**config.mk**
```make
export PLATFORM = sky130hd
export DESIGN_NAME = load_store_unit
export DESIGN_NICKNAME = d
export VERILOG_FILES = /design/src/rtl/lsu_pkg.sv /design/src/rtl/lsu_lane_align.sv /design/src/rtl/load_store_unit.sv
export SDC_FILE = /design/constraint.sdc
export NUM_CORES = 1
export LEC_CHECK = 0
export ABC_AREA = 1
export BUFFER_PORTS_ARGS = -buffer_cell sky130_fd_sc_hd__buf_2
export CORE_MARGIN = 5
export CORE_UTILIZATION = 49
export DETAILED_ROUTE_END_ITERATION = 10
export PLACE_DENSITY = 0.77
export SETUP_SLACK_MARGIN = 0.1
export SLEW_MARGIN = 10
export SYNTH_ARGS = -nofsm -noshare
export SYNTH_HDL_FRONTEND = slang
export SYNTH_SLANG_ARGS = --single-unit
```
**constraint.sdc**
```tcl
create_clock -name clk -period 4.3 [get_ports clk]
set_input_delay 0.645 -clock clk [delete_from_list [all_inputs] [get_ports clk]]
set_output_delay 0.645 -clock clk [all_outputs]
set_load 0.01 [all_outputs]
```
**src/rtl/lsu_pkg.sv**
```systemverilog
// Load/store unit shared definitions.
// Size encodings and FSM state type.
package lsu_pkg;

    localparam logic [1:0] SZ_BYTE = 2'b00;
    localparam logic [1:0] SZ_HALF = 2'b01;
    localparam logic [1:0] SZ_WORD = 2'b10;

    typedef enum logic [1:0] {
        IDLE = 2'b00,
        RD   = 2'b01,
        WR   = 2'b10,
        RESP = 2'b11
    } lsu_state_t;

endpackage

```
**src/rtl/lsu_lane_align.sv**
```systemverilog
// Byte/half lane extraction with extension,
// and sub-word merge for read-modify-write.
module lsu_lane_align
    import lsu_pkg::*;
(
    input  logic [31:0] rd_word,
    input  logic [1:0]  addr_lo,
    input  logic [1:0]  size,
    input  logic        is_unsigned,
    input  logic [31:0] wdata,
    output logic [31:0] load_data,
    output logic [31:0] merge_data
);

    logic [4:0]  sh_b;
    logic [4:0]  sh_h;
    logic [7:0]  b_val;
    logic [15:0] h_val;
    logic [31:0] b_mask;
    logic [31:0] h_mask;

    assign sh_b   = {addr_lo, 3'b000};
    assign sh_h   = {addr_lo[1], 4'b0000};
    assign b_val  = 8'(rd_word >> sh_b);
    assign h_val  = 16'(rd_word >> sh_h);
    assign b_mask = 32'h0000_00ff << sh_b;
    assign h_mask = 32'h0000_ffff << sh_h;

    // Select lane by size; size 11 behaves as word
    always_comb begin
        load_data  = rd_word;
        merge_data = wdata;
        unique case (1'b1)
            size[1]: begin
                load_data  = rd_word;
                merge_data = wdata;
            end
            size == SZ_HALF: begin
                load_data  = {{16{~is_unsigned & h_val[15]}}, h_val};
                merge_data = (rd_word & ~h_mask)
                           | ({16'h0, wdata[15:0]} << sh_h);
            end
            size == SZ_BYTE: begin
                load_data  = {{24{~is_unsigned & b_val[7]}}, b_val};
                merge_data = (rd_word & ~b_mask)
                           | ({24'h0, wdata[7:0]} << sh_b);
            end
            default: begin
                load_data  = rd_word;
                merge_data = wdata;
            end
        endcase
    end

endmodule

```
**src/rtl/load_store_unit.sv**
```systemverilog
// Load/store unit: one request at a time,
// sub-word stores done as read-modify-write.
module load_store_unit
    import lsu_pkg::*;
#(
    parameter int MEM_WORDS = 256
) (
    input  logic        clk,
    input  logic        rst,
    input  logic        req_valid,
    output logic        req_ready,
    input  logic        req_write,
    input  logic [1:0]  req_size,
    input  logic        req_unsigned,
    input  logic [31:0] req_addr,
    input  logic [31:0] req_wdata,
    output logic        resp_valid,
    output logic [31:0] resp_rdata,
    output logic        resp_error,
    output logic [31:0] mem_address,
    output logic [31:0] mem_write_data,
    output logic        mem_write,
    output logic        mem_read,
    input  logic [31:0] mem_read_data
);

    localparam logic [31:0] MEM_LIMIT = 32'(MEM_WORDS);

    lsu_state_t  state;
    logic        cap_write;
    logic        cap_unsigned;
    logic [1:0]  cap_size;
    logic [1:0]  cap_lane;
    logic [31:0] cap_wdata;
    logic [31:0] load_data;
    logic [31:0] merge_data;
    logic        req_err;
    logic        req_word;

    assign req_word  = req_size[1];
    assign req_ready = (state == IDLE) && !rst;

    // Flag misaligned or out-of-range requests
    always_comb begin
        req_err = 1'b0;
        if (req_size == SZ_HALF && req_addr[0])
            req_err = 1'b1;
        if (req_word && req_addr[1:0] != 2'b00)
            req_err = 1'b1;
        if ({2'b00, req_addr[31:2]} >= MEM_LIMIT)
            req_err = 1'b1;
    end

    lsu_lane_align u_align (
        .rd_word     (mem_read_data),
        .addr_lo     (cap_lane),
        .size        (cap_size),
        .is_unsigned (cap_unsigned),
        .wdata       (cap_wdata),
        .load_data   (load_data),
        .merge_data  (merge_data)
    );

    // Request sequencing with registered memory/response outputs
    always_ff @(posedge clk or posedge rst) begin
        if (rst) begin
            state          <= IDLE;
            cap_write      <= 1'b0;
            cap_unsigned   <= 1'b0;
            cap_size       <= 2'b00;
            cap_lane       <= 2'b00;
            cap_wdata      <= 32'h0;
            resp_valid     <= 1'b0;
            resp_rdata     <= 32'h0;
            resp_error     <= 1'b0;
            mem_address    <= 32'h0;
            mem_write_data <= 32'h0;
            mem_write      <= 1'b0;
            mem_read       <= 1'b0;
        end else begin
            case (state)
                IDLE: begin
                    if (req_valid) begin
                        cap_write    <= req_write;
                        cap_unsigned <= req_unsigned;
                        cap_size     <= req_size;
                        cap_lane     <= req_addr[1:0];
                        cap_wdata    <= req_wdata;
                        if (req_err) begin
                            state      <= RESP;
                            resp_valid <= 1'b1;
                            resp_error <= 1'b1;
                        end else if (!req_write || !req_word) begin
                            state       <= RD;
                            mem_read    <= 1'b1;
                            mem_address <= {2'b00, req_addr[31:2]};
                        end else begin
                            state          <= WR;
                            mem_write      <= 1'b1;
                            mem_address    <= {2'b00, req_addr[31:2]};
                            mem_write_data <= req_wdata;
                        end
                    end
                end
                RD: begin
                    mem_read <= 1'b0;
                    if (cap_write) begin
                        state          <= WR;
                        mem_write      <= 1'b1;
                        mem_write_data <= merge_data;
                    end else begin
                        state       <= RESP;
                        mem_address <= 32'h0;
                        resp_valid  <= 1'b1;
                        resp_rdata  <= load_data;
                    end
                end
                WR: begin
                    state          <= RESP;
                    mem_write      <= 1'b0;
                    mem_address    <= 32'h0;
                    mem_write_data <= 32'h0;
                    resp_valid     <= 1'b1;
                end
                RESP: begin
                    state      <= IDLE;
                    resp_valid <= 1'b0;
                    resp_error <= 1'b0;
                    resp_rdata <= 32'h0;
                end
                default: state <= IDLE;
            endcase
        end
    end

endmodule

```
# Yosys cells after proc, flatten, opt, wreduce, memory -nomap -nowiden
# Index checks and enable logic that the tools add are counted.
# totals
register_bits	140
inputBits	103
output_inout_bits	101
wordCells	97
# classes
n_lt_le_gt_ge	1
n_eq_ne	12
shifts	6
n_mux	35
bitwise_logic	9
n_reduce_logical	21
# ops
op	n
2-to-1 mux 32 bit	8
case mux 32 bit (2 select lines)	3
case mux 32 bit (3 select lines)	2
bitwise AND 32 bit	2
inverter 32 bit	2
bitwise OR 32 bit	2
<< shifter 16 x 5 -> 32 bit	1
<< shifter 16 x 5 -> 32 bit, first input constant	1
<< shifter 8 x 5 -> 32 bit	1
<< shifter 8 x 5 -> 32 bit, first input constant	1
>> shifter 32 x 5 -> 16 bit	1
>> shifter 32 x 5 -> 8 bit	1
>= comparator 30 x 9 -> 1 bit, second input constant	1
2-to-1 mux 1 bit	14
inequality test 2 bit, second input constant	6
case mux 2 bit (4 select lines)	1
AND reduction 4 bit	2
nonzero test 2 bit	4
equality test 2 x 1 -> 1 bit, second input constant	3
2-to-1 mux 2 bit	3
AND reduction 3 bit	2
AND reduction 5 bit	1
equality test 2 bit, second input constant	2
logical NOT 2 bit	2
11 further kinds	18

# Logic depth before layout (Yosys ltp)
# logic_depth
depth_word	8
ltp_mapped	12
depth_no_buf	10

# Hierarchy
# A second synthesis with hierarchy kept.
# unflattened
hier_cells	1168
hier_area_um2	8320.5
# modules_own_cells
module	n_inst	cells_each	area_each_um2	seq_area_each_um2
load_store_unit	1	790	6553.8	3453.3
lsu_lane_align	1	378	1766.7	0.0

# Worst setup path after synthesis
# Ideal clock, no wire load.
# synth_timing
kind	input port to flip-flop
start	input port req_addr[31]
end	register mem_address[0]
setup_time_ns	0.117
t_arrival_ns	1.628
t_required_ns	4.183
slack_ns	2.555
path_stages	12
path_buffers	2
cell_sequence	inv_1 > nand2_1 > nor2_1 > nand2_1 > nor2_1 > nand2_1 > nand2_1 > buf_4 > nand3_4 > buf_6 > nand2_1 > nand2_1
# synth_between
elab_chain_len	4
# synth_lines
item	line_no	rtl
start: declaration	load_store_unit.sv:15	input logic [31:0] req_addr,
>= comparator 30 x 9 -> 1 bit	load_store_unit.sv:50	if ({2'b00, req_addr[31:2]} >= MEM_LIMIT)
2-to-1 mux 1 bit	load_store_unit.sv:50	
inequality test 2 bit (no source line)	--	
AND reduction 4 bit (no source line)	--	
end signal: assignment	load_store_unit.sv:96	mem_address <= {2'b00, req_addr[31:2]};
end signal: assignment	load_store_unit.sv:100	mem_address <= {2'b00, req_addr[31:2]};
end: declaration	load_store_unit.sv:20	output logic [31:0] mem_address,
# No other way between the ends.
# A chain may end at the register's enable or synchronous reset.

# Worst setup path in the final report
# layout_timing
start	register state[0]
end	register mem_write_data[15]
# layout_between
elab_chain_len	3
elab_cells_between_ends	10
classes_between	eq/ne: 6; mux: 1; reduce/logical: 3
# layout_lines
item	line_no	rtl
start: declaration	load_store_unit.sv:29	lsu_state_t state;
start signal: assignment	load_store_unit.sv:67	state <= IDLE;
start signal: assignment	load_store_unit.sv:90	state <= RESP;
start signal: assignment	load_store_unit.sv:94	state <= RD;
equality test 2 x 1 -> 1 bit, or another cell as far along	load_store_unit.sv:81	case (state)
inequality test 2 bit (no source line) / nonzero test 3 bit (equally long branches)	--	
AND reduction 5 bit (no source line)	--	
end signal: assignment	load_store_unit.sv:101	mem_write_data <= req_wdata;
end signal: assignment	load_store_unit.sv:110	mem_write_data <= merge_data;
end: declaration	load_store_unit.sv:21	output logic [31:0] mem_write_data,
# Several ways; a longest one is shown, not always the timed one.

==> impl_metrics.toml <==
[synthesis]
synth-seq-area-share_pct = 41.4
syn-cell-area_mm2 = 0.00834
async_reset_ff_share_pct = 100
synth_edf_count = 0
yosysMostFrequentCell = "nand2_1"
yosys.area.top_type_share_pct = 41.4
synth.largest_area_cell = "dfrtp_1"
ys_types = 32
ys_top_cells_by_count = "600 x nand2_1, 138 x dfrtp_1, 85 x inv_1, 78 x nand3_1, 65 x nor2_1"
ys.flop_type = "dfrtp_1"
ys_ff_latch = 138
synth_area_leaders = "dfrtp_1 41%, nand2_1 27%, nand4_1 4.7%"
syn_inst = 1243
yosysWarnings = 0
avgSynthCellArea_um2 = 6.71

[drt]
post_drt_wl_per_cell_um = 15.6
routed_wl_mm = 25.5
dr.pass1.iters = 6
ant_nets = 0
drt-vias-per-instance = 5.30
drt_iter0_markers = 691
via_count = 8656
drc = 0

[finish]
design_area_mm2 = 0.00994
syn_to_final_growth_pct = 19.2
nFillCells = 1628
nNetsFinal = 1503
drive_gt1_share_pct = 19.7
stdcell_count = 1634

[timing]
fin_tns_setup_ns = 0
fin_crit_sh_pct = 62.7
max_slew.worst_pin.slew_ns = 0.987
report.final.slew_viol_count = 0
finalHoldViolCount = 0
finalSetupViolCount = 0
max_clock_freq_mhz = 371
finClkSkew_ns = 0.0106
slew_headroom_pct = 34.1
rsz0062_at_grt = "false"
finalCriticalPeriod_ns = 2.70

[clocking]
clk_latency_ns = 0.43
cts_htree_levels = 4
clk_path_buf_depth = 2
cts_buffers = 17
cts_tree = "yes"
clock_sinks = 138
post_cts_buffers = 0
cts-hold-fix-buffers = 0
cts_resized = 0
clk_pin_slew_ns = 0.06
clk_root_buffer_cell = "clkbuf_16"

[floorplan]
row_count = 47
start_util_pct = 50.1
ios = 204
die_w_um = 140
dieArea_mm2 = 0.0197
core_area_mm2 = 0.0166
die_h_um = 140

[flow_run]
cap_violations = 0

[place]
hpwl_mm = 18.7
portBuffers = 201
place_inst = 1596
placedInstanceArea_mm2 = 0.00930
gp_congestion = 0.944

[worst_setup_path]
critPathMaxFanout = 43
worstPathRequired_ns = 4.61
worstPathArrival_ns = 3.01
end_kind = "register"
r2r_start = "state[0]"
cp-start-kind = "register"
worstSetupPathType = "register to register"
critPathLaunch = "state[0]"

[power_and_ir_drop]
ir_worst_vdd_mv = 0.503
p_leak_nw = 5.81
finalPower_w = 0.00784
powerDensity_mw_per_mm2 = 788

[outcome]
status = "completed"

[global_route]
grt_max_degree = 75
first_global_vias = 8407
grt_first_pass_wirelength_mm = 41.6
grt_usage_pct = 25.9
antenna_found_initial = 6
overflow = 0

[min_path]
hold_path.class = "input port to async pin"
## report_power, final
part | internal, W | switching [W] | total, W
registers | 0.00180 | 0.000359 | 0.00216
logic | 0.00128 | 0.00283 | 0.00412
clock network | 0.000973 | 0.000590 | 0.00156
## kinds of logic after synthesis
logic type | Yosys count | synth area share, %
flip-flops | 138 | 41.4
AND/OR/NAND/NOR | 826 | 41.5
other | 1 | 0.0450
AO/OA/AOI/OAI | 100 | 6.98
buffers and inverters | 173 | 9.33
adder cells (fa/ha/maj) | 5 | 0.750
## flip-flops by register name, indices dropped and copies added, names as in the netlist
signal	cells
cap_size	2
cap_wdata	32
resp_rdata	32
state	2
resp_error	1
cap_unsigned	1
cap_lane	2
mem_read	1
mem_write_data	32
resp_valid	1
mem_write	1
mem_address	30
cap_write	1
## metrics by stage
step / hold WS [ns] / util (%) / setup slack (ns)
4_1_cts: 0.386 / 59.6 / 1.61
3_3_place_gp: 0.455 / 55.9 / 1.61
2_1_floorplan: 0.449 / - / 1.93
6_report: 0.373 / 59.7 / 1.60
5_1_grt: 0.430 / 59.7 / 1.40
3_5_place_dp: 0.455 / 55.9 / 1.54
## layout by cell type, fill, tap and decap left out, types with 11 or more instances in the layout
cell / count
nor2_1: 64
buf_4: 11
nand2_1: 599
buf_2: 201
a21oi_1: 38
nand3_1: 78
nand4_1: 63
o21ai_0: 36
inv_1: 83
nand2_2: 13
clkbuf_16: 17
dfrtp_1: 137
## critical path: stages, from the launching register on
cell     delay, ns
dfrtp_1       0.42
ha_1          0.29
inv_2         0.35
buf_4         0.51
nand3_2       0.67
nand2_1       0.25
nand2_1       0.07
## metal layers
metal / routed length, um / global-route usage [%]
met5: 22 / 0
met3: 2280 / 6.24
met4: 778 / 10.7
met2: 12200 / 42.1
met1: 10200 / 33.1
## final timing paths
check | end | slack (ns) | depth (start not counted)
setup / recovery | mem_write_data[15] | 1.60 | 6
hold / removal | mem_address[15] | 0.37 | 2
setup reg to reg | mem_write_data[15] | 1.60 | 6
hold reg to reg | mem_address[25] | 0.47 | 2
max in group asynchronous | resp_rdata[24] | 2.94 | 3
min in group clk | cap_unsigned | 0.43 | 3
## area by class of cell
cell class	count	area, um^2	area share (%)
Clock inverter	14	195	1.96
Inverter	92	349	3.51
Antenna cell	6	15.0	0.151
Sequential cell	138	3450	34.7
Timing Repair Buffer	213	1110	11.2
Clock buffer	18	429	4.32
Tap cell	220	275	2.77
Multi-Input combinational cell	933	4120	41.4
Note: power is estimated with default switching activity, not from simulation.
